## src/rtl/cycle_sequencer_pkg.sv

```systemverilog
// Shared timing constants for the cycle sequencer and the microcode blocks that decode its T-step/M-cycle outputs.
package cycle_sequencer_pkg;

   localparam int unsigned STEPS_DEF  = 4;
   localparam int unsigned CYCLES_DEF = 8;
   localparam int unsigned OPC_W      = 8;

   typedef logic [OPC_W-1:0] opcode_t;

   localparam logic [STEPS_DEF-1:0] STEP_0 = 4'b0001;
   localparam logic [STEPS_DEF-1:0] STEP_1 = 4'b0010;
   localparam logic [STEPS_DEF-1:0] STEP_2 = 4'b0100;
   localparam logic [STEPS_DEF-1:0] STEP_3 = 4'b1000;

   localparam logic [CYCLES_DEF-1:0] MC_0 = 8'b0000_0001;
   localparam logic [CYCLES_DEF-1:0] MC_1 = 8'b0000_0010;
   localparam logic [CYCLES_DEF-1:0] MC_2 = 8'b0000_0100;
   localparam logic [CYCLES_DEF-1:0] MC_3 = 8'b0000_1000;
   localparam logic [CYCLES_DEF-1:0] MC_4 = 8'b0001_0000;
   localparam logic [CYCLES_DEF-1:0] MC_5 = 8'b0010_0000;
   localparam logic [CYCLES_DEF-1:0] MC_6 = 8'b0100_0000;
   localparam logic [CYCLES_DEF-1:0] MC_7 = 8'b1000_0000;

   localparam opcode_t OPC_CB_PREFIX = 8'hCB;
   localparam opcode_t OPC_NOP       = 8'h00;

endpackage

```

## src/rtl/cycle_sequencer_if.sv

```systemverilog
// Sequencer <-> microcode/bus signal bundle; master is the sequencer side.
interface cycle_sequencer_if
   import cycle_sequencer_pkg::*;
#(
   parameter int unsigned STEPS  = STEPS_DEF,
   parameter int unsigned CYCLES = CYCLES_DEF
);
   logic              i_Stall;
   logic              i_IR_Fetch;
   opcode_t           i_Data;
   logic [STEPS-1:0]  o_Cycle_Step;
   logic [CYCLES-1:0] o_Cycle_Count;
   opcode_t           o_IR;
   logic              o_CB_Prefix;
   logic              o_Fetch_Address_Out;
   logic              o_Fetch_PC_Increment;
   logic              o_Fetch_Bus_In;
   logic              o_Instr_Start;
   logic              o_Overrun;

   modport master (
      input  i_Stall, i_IR_Fetch, i_Data,
      output o_Cycle_Step, o_Cycle_Count, o_IR, o_CB_Prefix,
             o_Fetch_Address_Out, o_Fetch_PC_Increment, o_Fetch_Bus_In,
             o_Instr_Start, o_Overrun
   );

   modport slave (
      output i_Stall, i_IR_Fetch, i_Data,
      input  o_Cycle_Step, o_Cycle_Count, o_IR, o_CB_Prefix,
             o_Fetch_Address_Out, o_Fetch_PC_Increment, o_Fetch_Bus_In,
             o_Instr_Start, o_Overrun
   );
endinterface

```

## src/rtl/cycle_sequencer_onehot_ring.sv

```systemverilog
// One-hot ring register: reset/load to bit 0, then rotate (ROTATE=1) or shift left (ROTATE=0) when enabled.
module cycle_sequencer_onehot_ring #(
   parameter int unsigned WIDTH  = 4,
   parameter bit          ROTATE = 1'b1
) (
   input  logic             clk,
   input  logic             rst_n,
   input  logic             en,
   input  logic             load,
   output logic [WIDTH-1:0] ring_o
);
   logic [WIDTH-1:0] ring_q;
   logic [WIDTH-1:0] ring_d;

   always_comb begin
      ring_d = ring_q;
      if (en) begin
         if (load)        ring_d = WIDTH'(1);
         else if (ROTATE) ring_d = {ring_q[WIDTH-2:0], ring_q[WIDTH-1]};
         else             ring_d = {ring_q[WIDTH-2:0], 1'b0};
      end
   end

   always_ff @(posedge clk) begin
      if (!rst_n) ring_q <= WIDTH'(1);
      else        ring_q <= ring_d;
   end

   assign ring_o = ring_q;
endmodule

```

## src/rtl/cycle_sequencer.sv

```systemverilog
// Instruction timing source: T-step/M-cycle rings, overlapped opcode fetch, CB prefix and overrun recovery.
module cycle_sequencer
   import cycle_sequencer_pkg::*;
#(
   parameter int unsigned STEPS        = STEPS_DEF,
   parameter int unsigned CYCLES       = CYCLES_DEF,
   parameter opcode_t     RESET_OPCODE = OPC_NOP
) (
   input  logic              i_Clk,
   input  logic              i_Reset_n,
   cycle_sequencer_if.master bus
);
   logic [STEPS-1:0]  step;
   logic [CYCLES-1:0] count;
   logic              run;
   logic              fetch_cyc;
   logic              mc_end;
   logic              count_load;

   opcode_t ir_q, ir_d;
   opcode_t op_next_q, op_next_d;
   logic    cb_q, cb_d;
   logic    boot_q, boot_d;
   logic    start_q, start_d;
   logic    overrun_q, overrun_d;

   assign run        = ~bus.i_Stall;
   assign fetch_cyc  = bus.i_IR_Fetch | boot_q;
   assign mc_end     = run & step[3];
   // A fetch, or running off the top of the count, both restart at M-cycle 0.
   assign count_load = fetch_cyc | count[CYCLES-1];

   cycle_sequencer_onehot_ring #(.WIDTH(STEPS), .ROTATE(1'b1)) u_step_ring (
      .clk    (i_Clk),
      .rst_n  (i_Reset_n),
      .en     (run),
      .load   (1'b0),
      .ring_o (step)
   );

   cycle_sequencer_onehot_ring #(.WIDTH(CYCLES), .ROTATE(1'b0)) u_count_ring (
      .clk    (i_Clk),
      .rst_n  (i_Reset_n),
      .en     (mc_end),
      .load   (count_load),
      .ring_o (count)
   );

   always_comb begin
      ir_d      = ir_q;
      op_next_d = op_next_q;
      cb_d      = cb_q;
      boot_d    = boot_q;
      start_d   = 1'b0;
      overrun_d = overrun_q;

      // Stage the opcode so microcode keeps decoding the old IR through Step[3].
      if (run && fetch_cyc && step[2]) op_next_d = bus.i_Data;

      if (mc_end) begin
         if (fetch_cyc) begin
            if ((op_next_q == OPC_CB_PREFIX) && !cb_q) begin
               ir_d   = OPC_CB_PREFIX;
               cb_d   = 1'b1;
               boot_d = 1'b1;
            end else begin
               ir_d    = op_next_q;
               cb_d    = (ir_q == OPC_CB_PREFIX) && cb_q;
               boot_d  = 1'b0;
               start_d = 1'b1;
            end
         end else if (count[CYCLES-1]) begin
            overrun_d = 1'b1;
            boot_d    = 1'b1;
         end
      end
   end

   always_ff @(posedge i_Clk) begin
      if (!i_Reset_n) begin
         ir_q      <= RESET_OPCODE;
         op_next_q <= RESET_OPCODE;
         cb_q      <= 1'b0;
         boot_q    <= 1'b1;
         start_q   <= 1'b0;
         overrun_q <= 1'b0;
      end else begin
         ir_q      <= ir_d;
         op_next_q <= op_next_d;
         cb_q      <= cb_d;
         boot_q    <= boot_d;
         start_q   <= start_d;
         overrun_q <= overrun_d;
      end
   end

   assign bus.o_Cycle_Step         = step;
   assign bus.o_Cycle_Count        = count;
   assign bus.o_IR                 = ir_q;
   assign bus.o_CB_Prefix          = cb_q;
   assign bus.o_Overrun            = overrun_q;
   assign bus.o_Instr_Start        = start_q & run;
   assign bus.o_Fetch_Address_Out  = run & fetch_cyc & step[1];
   assign bus.o_Fetch_PC_Increment = run & fetch_cyc & step[1];
   assign bus.o_Fetch_Bus_In       = run & fetch_cyc & step[2];

   onehot_state_a : assert property (@(posedge i_Clk) disable iff (!i_Reset_n)
      ($onehot(step) && $onehot(count)));
endmodule

```

## src/flat_wrapper.sv

```systemverilog
// flat-port wrapper written by rule: the top's interface ports become plain ports
module cycle_sequencer_flat import cycle_sequencer_pkg::*;
#(
   parameter int unsigned STEPS        = STEPS_DEF,
   parameter int unsigned CYCLES       = CYCLES_DEF,
   parameter opcode_t     RESET_OPCODE = OPC_NOP
)
  (i_Clk, i_Reset_n, bus_i_Stall, bus_i_IR_Fetch, bus_i_Data, bus_o_Cycle_Step, bus_o_Cycle_Count, bus_o_IR, bus_o_CB_Prefix, bus_o_Fetch_Address_Out, bus_o_Fetch_PC_Increment, bus_o_Fetch_Bus_In, bus_o_Instr_Start, bus_o_Overrun);
  cycle_sequencer_if #(.STEPS(STEPS), .CYCLES(CYCLES)) bus_i ();
  input  logic i_Clk;
  input  logic i_Reset_n;
  input wire logic [$bits(bus_i.i_Stall)-1:0] bus_i_Stall;
  input wire logic [$bits(bus_i.i_IR_Fetch)-1:0] bus_i_IR_Fetch;
  input wire logic [$bits(bus_i.i_Data)-1:0] bus_i_Data;
  output wire logic [$bits(bus_i.o_Cycle_Step)-1:0] bus_o_Cycle_Step;
  output wire logic [$bits(bus_i.o_Cycle_Count)-1:0] bus_o_Cycle_Count;
  output wire logic [$bits(bus_i.o_IR)-1:0] bus_o_IR;
  output wire logic [$bits(bus_i.o_CB_Prefix)-1:0] bus_o_CB_Prefix;
  output wire logic [$bits(bus_i.o_Fetch_Address_Out)-1:0] bus_o_Fetch_Address_Out;
  output wire logic [$bits(bus_i.o_Fetch_PC_Increment)-1:0] bus_o_Fetch_PC_Increment;
  output wire logic [$bits(bus_i.o_Fetch_Bus_In)-1:0] bus_o_Fetch_Bus_In;
  output wire logic [$bits(bus_i.o_Instr_Start)-1:0] bus_o_Instr_Start;
  output wire logic [$bits(bus_i.o_Overrun)-1:0] bus_o_Overrun;
  assign bus_i.i_Stall = bus_i_Stall;
  assign bus_i.i_IR_Fetch = bus_i_IR_Fetch;
  assign bus_i.i_Data = bus_i_Data;
  assign bus_o_Cycle_Step = bus_i.o_Cycle_Step;
  assign bus_o_Cycle_Count = bus_i.o_Cycle_Count;
  assign bus_o_IR = bus_i.o_IR;
  assign bus_o_CB_Prefix = bus_i.o_CB_Prefix;
  assign bus_o_Fetch_Address_Out = bus_i.o_Fetch_Address_Out;
  assign bus_o_Fetch_PC_Increment = bus_i.o_Fetch_PC_Increment;
  assign bus_o_Fetch_Bus_In = bus_i.o_Fetch_Bus_In;
  assign bus_o_Instr_Start = bus_i.o_Instr_Start;
  assign bus_o_Overrun = bus_i.o_Overrun;
  cycle_sequencer #(.STEPS(STEPS), .CYCLES(CYCLES), .RESET_OPCODE(RESET_OPCODE)) u_core (.i_Clk(i_Clk), .i_Reset_n(i_Reset_n), .bus(bus_i));
endmodule
```

## config.mk

```make
export PLATFORM = sky130hd
export DESIGN_NAME = cycle_sequencer_flat
export DESIGN_NICKNAME = d
export VERILOG_FILES = /design/src/rtl/cycle_sequencer_pkg.sv /design/src/rtl/cycle_sequencer_if.sv /design/src/rtl/cycle_sequencer_onehot_ring.sv /design/src/rtl/cycle_sequencer.sv /design/src/flat_wrapper.sv
export SDC_FILE = /design/constraint.sdc
export NUM_CORES = 1
export LEC_CHECK = 0
export ABC_AREA = 1
export BUFFER_PORTS_ARGS = -buffer_cell sky130_fd_sc_hd__buf_4
export CORE_MARGIN = 10
export CORE_UTILIZATION = 46
export CTS_CLUSTER_DIAMETER = 120
export DETAILED_ROUTE_END_ITERATION = 12
export MAX_ROUTING_LAYER = met4
export PLACE_DENSITY = 0.74
export RECOVER_POWER = 100
export SLEW_MARGIN = 40
export SYNTH_ARGS = -nofsm -noshare
export SYNTH_HDL_FRONTEND = slang
export SYNTH_HIERARCHICAL = 1
export SYNTH_SLANG_ARGS = --single-unit
```

## constraint.sdc

```tcl
create_clock -name i_Clk -period 1.4 [get_ports i_Clk]
set_clock_uncertainty 0.1 [all_clocks]
set_input_delay 0.14 -clock i_Clk [delete_from_list [all_inputs] [get_ports i_Clk]]
set_output_delay 0.14 -clock i_Clk [all_outputs]
set_load 0.01 [all_outputs]
```

## Word level (Yosys, flattened, before mapping)

Cells that the tools add are included.

| cells by class | value |
|---|---|
| mux-type cells | 7 |
| add/sub/neg operators | 0 |
| bitwise operators | 9 |
| equality and inequality tests | 2 |
| multipliers | 0 |
| shift operators | 0 |
| divide/modulo/power cells | 0 |
| $lt $le $gt $ge | 0 |
| reduce and logical (&&, ||, !) cells | 10 |

Operators with widths:

| kind | number |
|---|---|
| 8-bit equality test, second input constant | 2 |
| 8-bit 2-to-1 mux | 2 |
| 3-bit AND reduction | 2 |
| 1-bit AND | 5 |
| 1-bit 2-to-1 mux | 5 |
| 1-bit logical AND | 4 |
| 2-bit AND reduction | 2 |
| 1-bit NOT | 2 |
| 1-bit bitwise OR | 2 |
| 2-bit nonzero test | 1 |
| 1-bit logical NOT | 1 |

| word-level totals | value |
|---|---|
| input bits | 12 |
| memories | 0 |
| memory bits (writable) | 0 |
| bits in registers | 32 |
| ROM bits | 0 |
| latch bits | 0 |
| logic and storage cells | 36 |
| output and inout bits | 26 |

## Logic depth before layout (Yosys ltp)

Gate-level depths: netlist of the first run.

| depth | value |
|---|---|
| word-level depth | 4 |
| mapped depth | 7 |

## Modules after synthesis

The synthesis of the first run kept the hierarchy.

Modules (own cells, without submodules):

| module | area an instance (um^2) | times used | cells each |
|---|---|---|---|
| cycle_sequencer | 945.9 | 1 | 112 |
| cycle_sequencer_onehot_ring (u_core.u_count_ring) | 291.5 | 1 | 36 |
| cycle_sequencer_onehot_ring (u_core.u_step_ring) | 142.6 | 1 | 18 |

## Worst setup path before layout of the first run

OpenSTA, ideal clock, no wires.

| path | value |
|---|---|
| path kind | reg-to-reg |
| start point | reg u_core.boot_q |
| end point | reg u_core.u_count_ring.ring_q[1] (netlist: u_core/u_count_ring/ring_o[1]) |
| stages on the path, launching flop included | 7 |
| required time | 1230 ps |
| clock period less this slack | 1345 ps |
| setup slack | 55 ps |
| setup time | 70 ps |
| path buffers | 0 |
| arrival time | 1175 ps |
| cell sequence | dfxtp_1 nor2_4 inv_2 or2_2 inv_1 nand3_1 a21oi_1 |

| between the ends | value |
|---|---|
| longest elaborated chain between the ends | 3 |

RTL lines:

| element | RTL line | source |
|---|---|---|
| from (decl) | cycle_sequencer.sv:23 | `logic boot_q, boot_d;` |
| from (signal assigned) | cycle_sequencer.sv:91 | `boot_q <= boot_d;` |
| 1-bit bitwise OR | cycle_sequencer.sv:28 | `assign fetch_cyc = bus.i_IR_Fetch \| boot_q;` |
| 1-bit bitwise OR | cycle_sequencer.sv:31 | `assign count_load = fetch_cyc \| count[CYCLES-1];` |
| via u_core.count_load | cycle_sequencer.sv:18 | `logic count_load;` |
| 8-bit 2-to-1 mux | cycle_sequencer_onehot_ring.sv:18 | `if (load) ring_d = WIDTH'(1);` |
| to (signal assigned) | cycle_sequencer_onehot_ring.sv:26 | `else ring_q <= ring_d;` |
| to (decl) | cycle_sequencer_onehot_ring.sv:12 | `logic [WIDTH-1:0] ring_q;` |

The timed path passes the listed nets, and every way through them passes these cells.
A chain may end at the register's enable or synchronous reset.

## Worst setup path in the final report of the first run

| path | value |
|---|---|
| start point | reg u_core.boot_q |
| end point | reg u_core.u_count_ring.ring_q[3] (netlist: u_core/u_count_ring/ring_o[3]) |

Same word-level chain as after synthesis.

==> results_dict.tcl, run 1 <==
set metrics [dict create \
    result_of_the_run "finished, final reports clean" \
    placement.cell_area_um2 1657 \
    yosys_register_bits 32 \
    power_density_nw_per_um2 1043 \
    clk_root_buffer_cell "sky130_fd_sc_hd__clkbuf_4" \
    die_w_um 74.78 \
    seqPwrFrac 0.523 \
    maxSlewViolCount 0 \
    hold_class "input pin to register" \
    final_ant_viol_nets 0 \
    final.period_utilization 0.9651 \
    place_worst_setup_slack_ns 0.04453 \
    portBuffers 37 \
    dr.first_iter.drc_count 52 \
    drv.max_cap_violation_count 0 \
    setup_tns_ns 0 \
    ir_worst_vdd_mv 0.6239 \
    placedCellCount 232 \
    gr-total-overflow 0 \
    finalWirelength_mm 3.363 \
    worst_ep_required_time_ns 1.56 \
    worst-setup-path-type "register to register" \
    synth.yosys.seq_area_share 0.4642 \
    cts_made_buffers 5 \
    final_cell_count_no_fill 250 \
    cp-start-kind "register" \
    grt.total_usage 0.1318 \
    detailedPlacementHpwl_mm 2.535 \
    mostFrequentLayoutCells "31 x sky130_fd_sc_hd__dfxtp_1, 27 x sky130_fd_sc_hd__nand2_1, 23 x sky130_fd_sc_hd__clkbuf_1" \
    hold_viol_final 0 \
    post_route_setup_slack_ns 0.04889 \
    syn_avg_cell_area_um2 8.314 \
    clkLatencyLatePin_ns 0.33 \
    synth-async-reset-ratio 0 \
    via_count_of_the_first_global_routing_pass 1226 \
    swShare 0.2384 \
    via_per_inst 4.984 \
    clock_power_share 0.369 \
    internal_power_mw 1.401 \
    number_of_setup_violations_in_the_final_report 0 \
    critical_path.most_common_cell "sky130_fd_sc_hd__inv_2" \
    worstPathMaxFanout 7 \
    route.detailed.drc 0 \
    power_leakage_nw 0.6814 \
    initial_utilization 0.4920 \
    antenna-diode-count 0 \
    via_count 1246 \
    stdcell_area_um2 1763 \
    dieArea_um2 5591 \
    io-pin-count 38 \
    yosysUniqueCellTypes 30 \
    clkSlewWorstSetupHoldPaths_ns 0.10 \
    row_count 19 \
    placeableCoreArea_um2 2805 \
    combPwrFrac 0.108 \
    drt_first_pass_iters 4 \
    fin_nets 230 \
    grt_setup_unrepaired "yes" \
    die_y_um 74.78 \
    mappedNetlistArea_um2 1380 \
    cp_cell_sequence "nor2_4, inv_2, or2_2, inv_2, nand3_1, a21oi_2" \
    antenna_found_initial 0 \
    cpPeakStageDelay_ns 0.34 \
    grt_pass1_wl_mm 5.492 \
    ys_warn_count 6 \
    layout-drive-gt1-share 0.2283 \
    period_minus_slack_ns 1.351 \
    holdWs_ns 0.05556 \
    num_clock_sinks 32 \
    final_common_cell "sky130_fd_sc_hd__dfxtp_1" \
    grt_max_degree 19 \
    dominantRegCellSynth "sky130_fd_sc_hd__dfxtp_1" \
    average_detailed_routed_wire_length_per_instance_um 13.45 \
    critical_path.endpoint_type "register" \
    synth-edff-count 0 \
    critical-path-slowest-cell "sky130_fd_sc_hd__dfxtp_2" \
    worst-endpoint-arrival_ns 1.52 \
    gpl.final_weighted_congestion 0.8532 \
    cts_tree "yes" \
    clock_tree_buffer_depth 2 \
    net-switching-power_mw 0.4385 \
    post_synth_inst_count 166 \
    area_delta_synth_final_pct 27.74 \
    fmaxAchievable_mhz 740.1 \
    h_tree_levels 2 \
]
[state kept, by name, indices dropped and copies added (netlist names)]
name / flops
u_core/boot_q: 1
u_core/bus.o_CB_Prefix: 1
u_core/bus.o_IR: 8
u_core/bus.o_Overrun: 1
u_core/op_next_q: 8
u_core/start_q: 1
u_core/u_count_ring/ring_o: 8
u_core/u_step_ring/ring_o: 4
[cells in the mapped netlist (2+ instances only)]
master / number / area [µm²]
sky130_fd_sc_hd__nand2_1: 27 / 101.4
sky130_fd_sc_hd__dfxtp_1: 32 / 640.6
sky130_fd_sc_hd__inv_1: 19 / 71.32
sky130_fd_sc_hd__o21ai_0: 11 / 55.05
sky130_fd_sc_hd__a21oi_2: 4 / 35.03
sky130_fd_sc_hd__o21ai_2: 2 / 17.52
sky130_fd_sc_hd__a211oi_2: 2 / 25.02
sky130_fd_sc_hd__a21oi_1: 20 / 100.1
sky130_fd_sc_hd__nand3_1: 12 / 60.06
sky130_fd_sc_hd__nand2_4: 2 / 22.52
sky130_fd_sc_hd__a211oi_1: 2 / 15.01
sky130_fd_sc_hd__nor2_1: 13 / 48.80
sky130_fd_sc_hd__inv_2: 3 / 11.26
[worst paths after layout]
check,cells past startpoint,slack [ns],endpoint,startpoint
min reg2reg,2,0.37,u_core/bus.o_Overrun,u_core/bus.o_Overrun
max reg2reg,6,0.05,u_core/u_count_ring/ring_o[3],u_core/boot_q
max,6,0.05,u_core/u_count_ring/ring_o[3],u_core/boot_q
min,4,0.06,u_core/u_step_ring/ring_o[0],bus_i_Stall
[worst max-delay path: cells and delay by family (launching register included)]
kind,cells,cell delay (ns)
AO/OA/AOI/OAI,1,0.16
buffers and inverters,2,0.17
flip-flops,1,0.34
AND/OR/NAND/NOR,3,0.51
[per-layer routing]
| layer | wire length, µm | share of wire | vias to the layer above | global-route usage |
|---|---|---|---|---|
| met4 | 65 | 0.019 | 0 | 0.06092 |
| met5 | 0 | 0 | - | - |
| met1 | 1457 | 0.43 | 562 | 0.1404 |
| met2 | 1614 | 0.48 | 38 | 0.2104 |
| li1 | - | - | 638 | - |
| met3 | 225 | 0.067 | 8 | 0.05388 |
[layout make-up]
type	instances	area, µm²
Fill cell	276	1042
Timing Repair Buffer	49	309.0
Clock inverter	2	35.03
Tap cell	31	38.79
Inverter	24	96.34
Multi-Input combinational cell	106	600.6
Sequential cell	32	641.9
Clock buffer	6	41.29
[kinds of logic after synthesis]
logic type | count (synthesis) | synth area share
AOI/OAI and AO/OA | 42 | 0.1849
buffers and inverters | 29 | 0.1097
DFF | 32 | 0.4642
other | 1 | 0.002717
and+or+nand+nor | 62 | 0.2385
[per-stage QoR]
step / utilization / total power, mW
global route: 0.6285 / 1.929
CTS: 0.6543 / 1.865
finish: 0.6285 / 1.839
global placement: 0.5905 / 1.163
detailed placement: 0.5905 / 1.169
floorplan: - / 1.094
[power by group through the flow]
| stage | Sequential (mW) | Combinational (mW) | Clock, mW |
|---|---|---|---|
| after floorplan | 0.987 | 0.107 | 0 |
| after global placement | 0.982 | 0.181 | 0 |
| after detailed placement | 0.983 | 0.186 | 0 |
| after CTS | 0.962 | 0.209 | 0.693 |
| after global routing | 0.966 | 0.221 | 0.742 |
| final | 0.962 | 0.198 | 0.679 |
[timing repair]
item / 4_1_cts / 5_1_grt
resized for setup: 2 / 7
pin swaps: 0 / 1
setup endpoints to repair: 4 / 13
hold endpoints to repair: 9 / 0
hold buffers: 9 / 0
buffers inserted: 1 / 0
No activity file was read; power rests on OpenSTA's default activity.
==> inputs of run 2 (changes only) <==
CELL_PAD_IN_SITES_DETAIL_PLACEMENT = 1   (was default)
CELL_PAD_IN_SITES_GLOBAL_PLACEMENT = 2   (was default)
CORE_UTILIZATION = 26   (was 46)
PLACE_DENSITY = default   (was 0.74)
PLACE_DENSITY_LB_ADDON = 0.1   (was default)
==> results_dict.tcl, run 2 (synthesis gave the netlist of run 1 again) <==
set metrics [dict create \
    via_per_inst 4.426 \
    mostFrequentLayoutCells "31 x sky130_fd_sc_hd__dfxtp_1, 27 x sky130_fd_sc_hd__nand2_1, 23 x sky130_fd_sc_hd__clkbuf_1" \
    swShare 0.2277 \
    initial_utilization 0.2685 \
    final.fill_count 664 \
    placeableCoreArea_um2 5140 \
    maxSlewViolCount 0 \
    dr_wl_met3_um 148 \
    antenna_found_initial 0 \
    route.detailed.drc 0 \
    grt_max_degree 18 \
    via_count 1257 \
    gpl.final_weighted_congestion 0.7417 \
    average_detailed_routed_wire_length_per_instance_um 13.55 \
    num_clock_sinks 32 \
    worst-setup-path-type "register to output pin" \
    worst-endpoint-arrival_ns 1.14 \
    internal_power_mw 1.650 \
    antenna-diode-count 0 \
    io-pin-count 38 \
    hold_class "input pin to register" \
    area_delta_synth_final_pct 33.09 \
    result_of_the_run "finished, final reports clean" \
    power_leakage_nw 0.6937 \
    cp-start-kind "register" \
    via_count_of_the_first_global_routing_pass 1298 \
    period_minus_slack_ns 1.379 \
    final_cell_count_no_fill 284 \
    critical_path.endpoint_type "output pin" \
    dieArea_um2 8622 \
    clock_tree_buffer_depth 2 \
    number_of_setup_violations_in_the_final_report 0 \
    drv.max_cap_violation_count 0 \
    dr.first_iter.drc_count 33 \
    finalWirelength_mm 3.849 \
    die_y_um 92.86 \
    met1Wirelength_mm 1.901 \
    h_tree_levels 2 \
    detailedPlacementHpwl_mm 2.952 \
    grt_setup_unrepaired "yes" \
    power_density_nw_per_um2 1163 \
    net-switching-power_mw 0.4864 \
    drt_first_pass_iters 2 \
    grt_pass1_wl_mm 6.348 \
    worstPathMaxFanout 3 \
    worst_ep_required_time_ns 1.16 \
    ir_worst_vdd_mv 0.4709 \
    hold_viol_final 0 \
    final_ant_viol_nets 0 \
    route.met2.wl_mm 1.787 \
    clkLatencyLatePin_ns 0.28 \
    die_w_um 92.86 \
    power.total_mw 2.136 \
    clk_root_buffer_cell "sky130_fd_sc_hd__clkbuf_8" \
    fin_nets 225 \
    post_route_setup_slack_ns 0.02131 \
    final.period_utilization 0.9848 \
    row_count 26 \
    clkSlewWorstSetupHoldPaths_ns 0.07 \
    seqPwrFrac 0.450 \
    routed.top_layer "met4" \
    cts_tree "yes" \
    gr-total-overflow 0 \
    portBuffers 37 \
    layout.core_utilization 0.3574 \
    fmaxAchievable_mhz 725.3 \
    placedCellCount 275 \
    place_worst_setup_slack_ns -0.02456 \
    final_common_cell "sky130_fd_sc_hd__dfxtp_1" \
    combPwrFrac 0.093 \
    cts_made_buffers 5 \
    layout-drive-gt1-share 0.2477 \
    grt.total_usage 0.09326 \
    clock_power_share 0.457 \
]
[run 2: changes by cell type in the layout (fill, tap and decap cells not counted), moves of 2 or more]
cell / delta
sky130_fd_sc_hd__buf_12: +2
sky130_fd_sc_hd__clkbuf_4: -5
sky130_fd_sc_hd__clkbuf_8: +7
sky130_fd_sc_hd__dlygate4sd3_1: -9
[run 2: worst paths after layout]
| path | from | end | slack [ns] | depth (start not counted) |
|---|---|---|---|---|
| max | u_core/boot_q | bus_o_Fetch_Address_Out | 0.02 | 4 |
| min | bus_i_Data[6] | u_core/op_next_q[6] | 0.01 | 3 |
| max reg2reg | u_core/boot_q | u_core/op_next_q[2] | 0.11 | 6 |
| min reg2reg | u_core/bus.o_Overrun | u_core/bus.o_Overrun | 0.35 | 2 |
[run 2: critical path: stages (launching register included)]
cell                      delay (ns)
sky130_fd_sc_hd__dfxtp_2        0.35
sky130_fd_sc_hd__nor2_4         0.05
sky130_fd_sc_hd__buf_12         0.13
sky130_fd_sc_hd__nor3b_4        0.18
sky130_fd_sc_hd__buf_4          0.15
[run 2: per-layer routing]
metal | track usage | vias to the layer above
met4 | 0.02571 | 0
li1 | - | 630
met3 | 0.03148 | 2
met5 | - | -
met1 | 0.1174 | 597
met2 | 0.1384 | 28
[run 2: power groups by stage]
stage	registers (mW)	logic, mW	clock network (mW)
floorplan	0.987	0.107	0
global placement	0.981	0.202	0
detailed placement	0.983	0.205	0
CTS	0.962	0.211	1.01
global route	0.966	0.222	1.05
finish	0.961	0.198	0.977
[run 2: through the flow]
step | setup TNS [ns] | hold WS (ns) | instance area (µm²)
after floorplan | 0 | 0.1242 | 1384
after global placement | 0 | 0.2968 | 1760
after detailed placement | -0.02683 | 0.2992 | 1760
after CTS | -0.0003334 | 0.003410 | 1907
after global routing | -0.09281 | 0.03094 | 1837
final | 0 | 0.01484 | 1837
[run 2: repair_timing]
item,CTS,global route
gates resized for setup,4,6
setup buffers,1,0
endpoints found under the setup margin,10,11
pin swaps,0,1
hold buffers,0,0
[run 2: final cells by class]
| cell class | count | area, µm² | share of cell area |
|---|---|---|---|
| sequential | 32 | 641.9 | 0.3495 |
| timing repair buffer | 44 | 276.5 | 0.1505 |
| clock inverter | 1 | 30.03 | 0.01635 |
| tap | 70 | 87.58 | 0.04768 |
| clock buffer | 7 | 96.34 | 0.05245 |
| multi-input combinational | 106 | 609.3 | 0.3317 |
| inverter | 24 | 95.09 | 0.05177 |
==> inputs of run 3 (changes only) <==
CORE_UTILIZATION = 27   (was 26)
CTS_BUF_LIST = sky130_fd_sc_hd__clkbuf_2   (was default)
==> results_dict.tcl, run 3 (synthesis gave the netlist of run 1 again) <==
set metrics [dict create \
    result_of_the_run "complete, but fails checks" \
    violations "setup timing" \
    worst-setup-path-type "register to output pin" \
    final.fill_count 626 \
    antenna-diode-count 0 \
    dr.first_iter.drc_count 36 \
    clock_tree_buffer_depth 2 \
    dieArea_um2 8371 \
    detailedPlacementHpwl_mm 2.883 \
    hold_class "input pin to register" \
    area_delta_synth_final_pct 31.19 \
    number_of_setup_violations_in_the_final_report 4 \
    clkLatencyLatePin_ns 0.36 \
    cts_made_buffers 5 \
    gpl.final_weighted_congestion 0.7454 \
    grt.total_usage 0.09525 \
    fin_nets 235 \
    gr-total-overflow 0 \
    combPwrFrac 0.130 \
    post_route_setup_slack_ns -0.07730 \
    drv.max_cap_violation_count 0 \
    initial_utilization 0.2846 \
    route.detailed.drc 0 \
    final_ant_viol_nets 0 \
    cp_num_buf_inv 2 \
    maxSlewViolCount 0 \
    cts_tree "yes" \
    via_count_of_the_first_global_routing_pass 1342 \
    portBuffers 37 \
    h_tree_levels 2 \
    mostFrequentLayoutCells "31 x sky130_fd_sc_hd__dfxtp_1, 27 x sky130_fd_sc_hd__nand2_1, 23 x sky130_fd_sc_hd__clkbuf_1" \
    num_clock_sinks 32 \
    antenna_found_initial 0 \
    io-pin-count 38 \
    clkSlewWorstSetupHoldPaths_ns 0.15 \
    layout.core_utilization 0.3734 \
    swShare 0.2759 \
    grt_pass1_wl_mm 6.444 \
    worst_ep_required_time_ns 1.16 \
    row_count 25 \
    layout-drive-gt1-share 0.2366 \
    critPathTopFamily "flip-flops" \
    power_leakage_nw 0.6876 \
    period_minus_slack_ns 1.477 \
    grt_setup_unrepaired "yes" \
    via_count 1283 \
    hold_viol_final 0 \
    average_detailed_routed_wire_length_per_instance_um 12.96 \
    final.period_utilization 1.055 \
    seqPwrFrac 0.596 \
    cp_cell_sequence "nor2_4, buf_12, nor3b_4, buf_4" \
    critical_path.endpoint_type "output pin" \
    cpPeakStageDelay_ns 0.38 \
    worstPathMaxFanout 3 \
    finalWirelength_mm 3.771 \
    internal_power_mw 1.169 \
    net-switching-power_mw 0.4454 \
    die_w_um 91.50 \
    final_common_cell "sky130_fd_sc_hd__dfxtp_1" \
    clk_root_buffer_cell "sky130_fd_sc_hd__clkbuf_2" \
    power_density_nw_per_um2 891.7 \
    cp-start-kind "register" \
    setup_tns_ns -0.1903 \
    via_per_inst 4.409 \
    ir_worst_vdd_mv 0.3166 \
    grt_max_degree 18 \
    drt_first_pass_iters 4 \
    worst-endpoint-arrival_ns 1.24 \
    placeableCoreArea_um2 4848 \
    die_y_um 91.50 \
    critical-path-slowest-cell "sky130_fd_sc_hd__dfxtp_2" \
    clock_power_share 0.274 \
    fmaxAchievable_mhz 676.9 \
]
## run 3: cell count changes in the layout (fill, tap and decap cells not counted), sizes merged
cell         previous run  this run
dlygate4sd3             0         8
clkbuf                 30        33
buf                    21        20
inv                    23        22
clkinvlp                0         1
clkinv                  1         2
bufinv                  1         0
## run 3: what timing repair did
item	4_1_cts	5_1_grt
endpoints found under the setup margin	10	11
pin swaps	0	1
hold endpoints to repair	8	0
hold buffers	8	0
buffers inserted	2	1
resized for setup	6	4
cloned	0	0
## run 3: final cells by class
type	count	area, µm²	share of cell area
inverters	24	98.84	0.05460
flip-flops and latches	32	641.9	0.3545
well taps	67	83.83	0.04630
clock inverters	1	3.754	0.002073
multi-input cells	106	594.3	0.3283
clock buffers	7	35.03	0.01935
repair buffers	54	352.8	0.1949
## run 3: path summary, 6_finish.rpt
kind	startpoint	endpoint	slack, ns	cells past startpoint
max	u_core/boot_q	bus_o_Fetch_Address_Out	-0.08	4
min	bus_i_Stall	u_core/u_step_ring/ring_o[0]	0.04	4
max reg2reg	u_core/u_step_ring/ring_o[3]	u_core/boot_q	-0.03	5
min reg2reg	u_core/bus.o_Overrun	u_core/bus.o_Overrun	0.37	2
## run 3: per-layer routing
layer	GRT usage	wire length, µm	vias up
li1	-	-	651
met1	0.1181	1863	603
met2	0.1428	1692	25
met3	0.03210	173	4
met4	0.02742	42	0
met5	-	0	-
## run 3: power by group through the flow
stage	sequential [mW]	clock [mW]	combinational, mW
floorplan	0.987	0	0.107
global placement	0.981	0	0.202
detailed placement	0.983	0	0.204
CTS	0.964	0.469	0.230
global route	0.968	0.503	0.239
finish	0.962	0.442	0.210
## run 3: metrics by stage
| step | instance area [µm²] | worst slack [ns] | hold slack [ns] | cells | power (mW) |
|---|---|---|---|---|---|
| after floorplan | 1384 | 0.05510 | 0.1242 | 167 | 1.094 |
| after global placement | 1757 | 0.04559 | 0.2939 | 272 | 1.183 |
| after detailed placement | 1757 | -0.01562 | 0.3026 | 272 | 1.187 |
| after CTS | 1907 | -0.1217 | 0.03074 | 290 | 1.664 |
| after global routing | 1810 | -0.1835 | 0.03725 | 291 | 1.710 |
| final | 1810 | -0.07730 | 0.03680 | 291 | 1.614 |
## run 3: worst min-delay path, stage by stage
cell                      delay, ns
sky130_fd_sc_hd__buf_4         0.12
sky130_fd_sc_hd__inv_4         0.06
sky130_fd_sc_hd__o21ai_0       0.07
sky130_fd_sc_hd__nand3_1       0.07
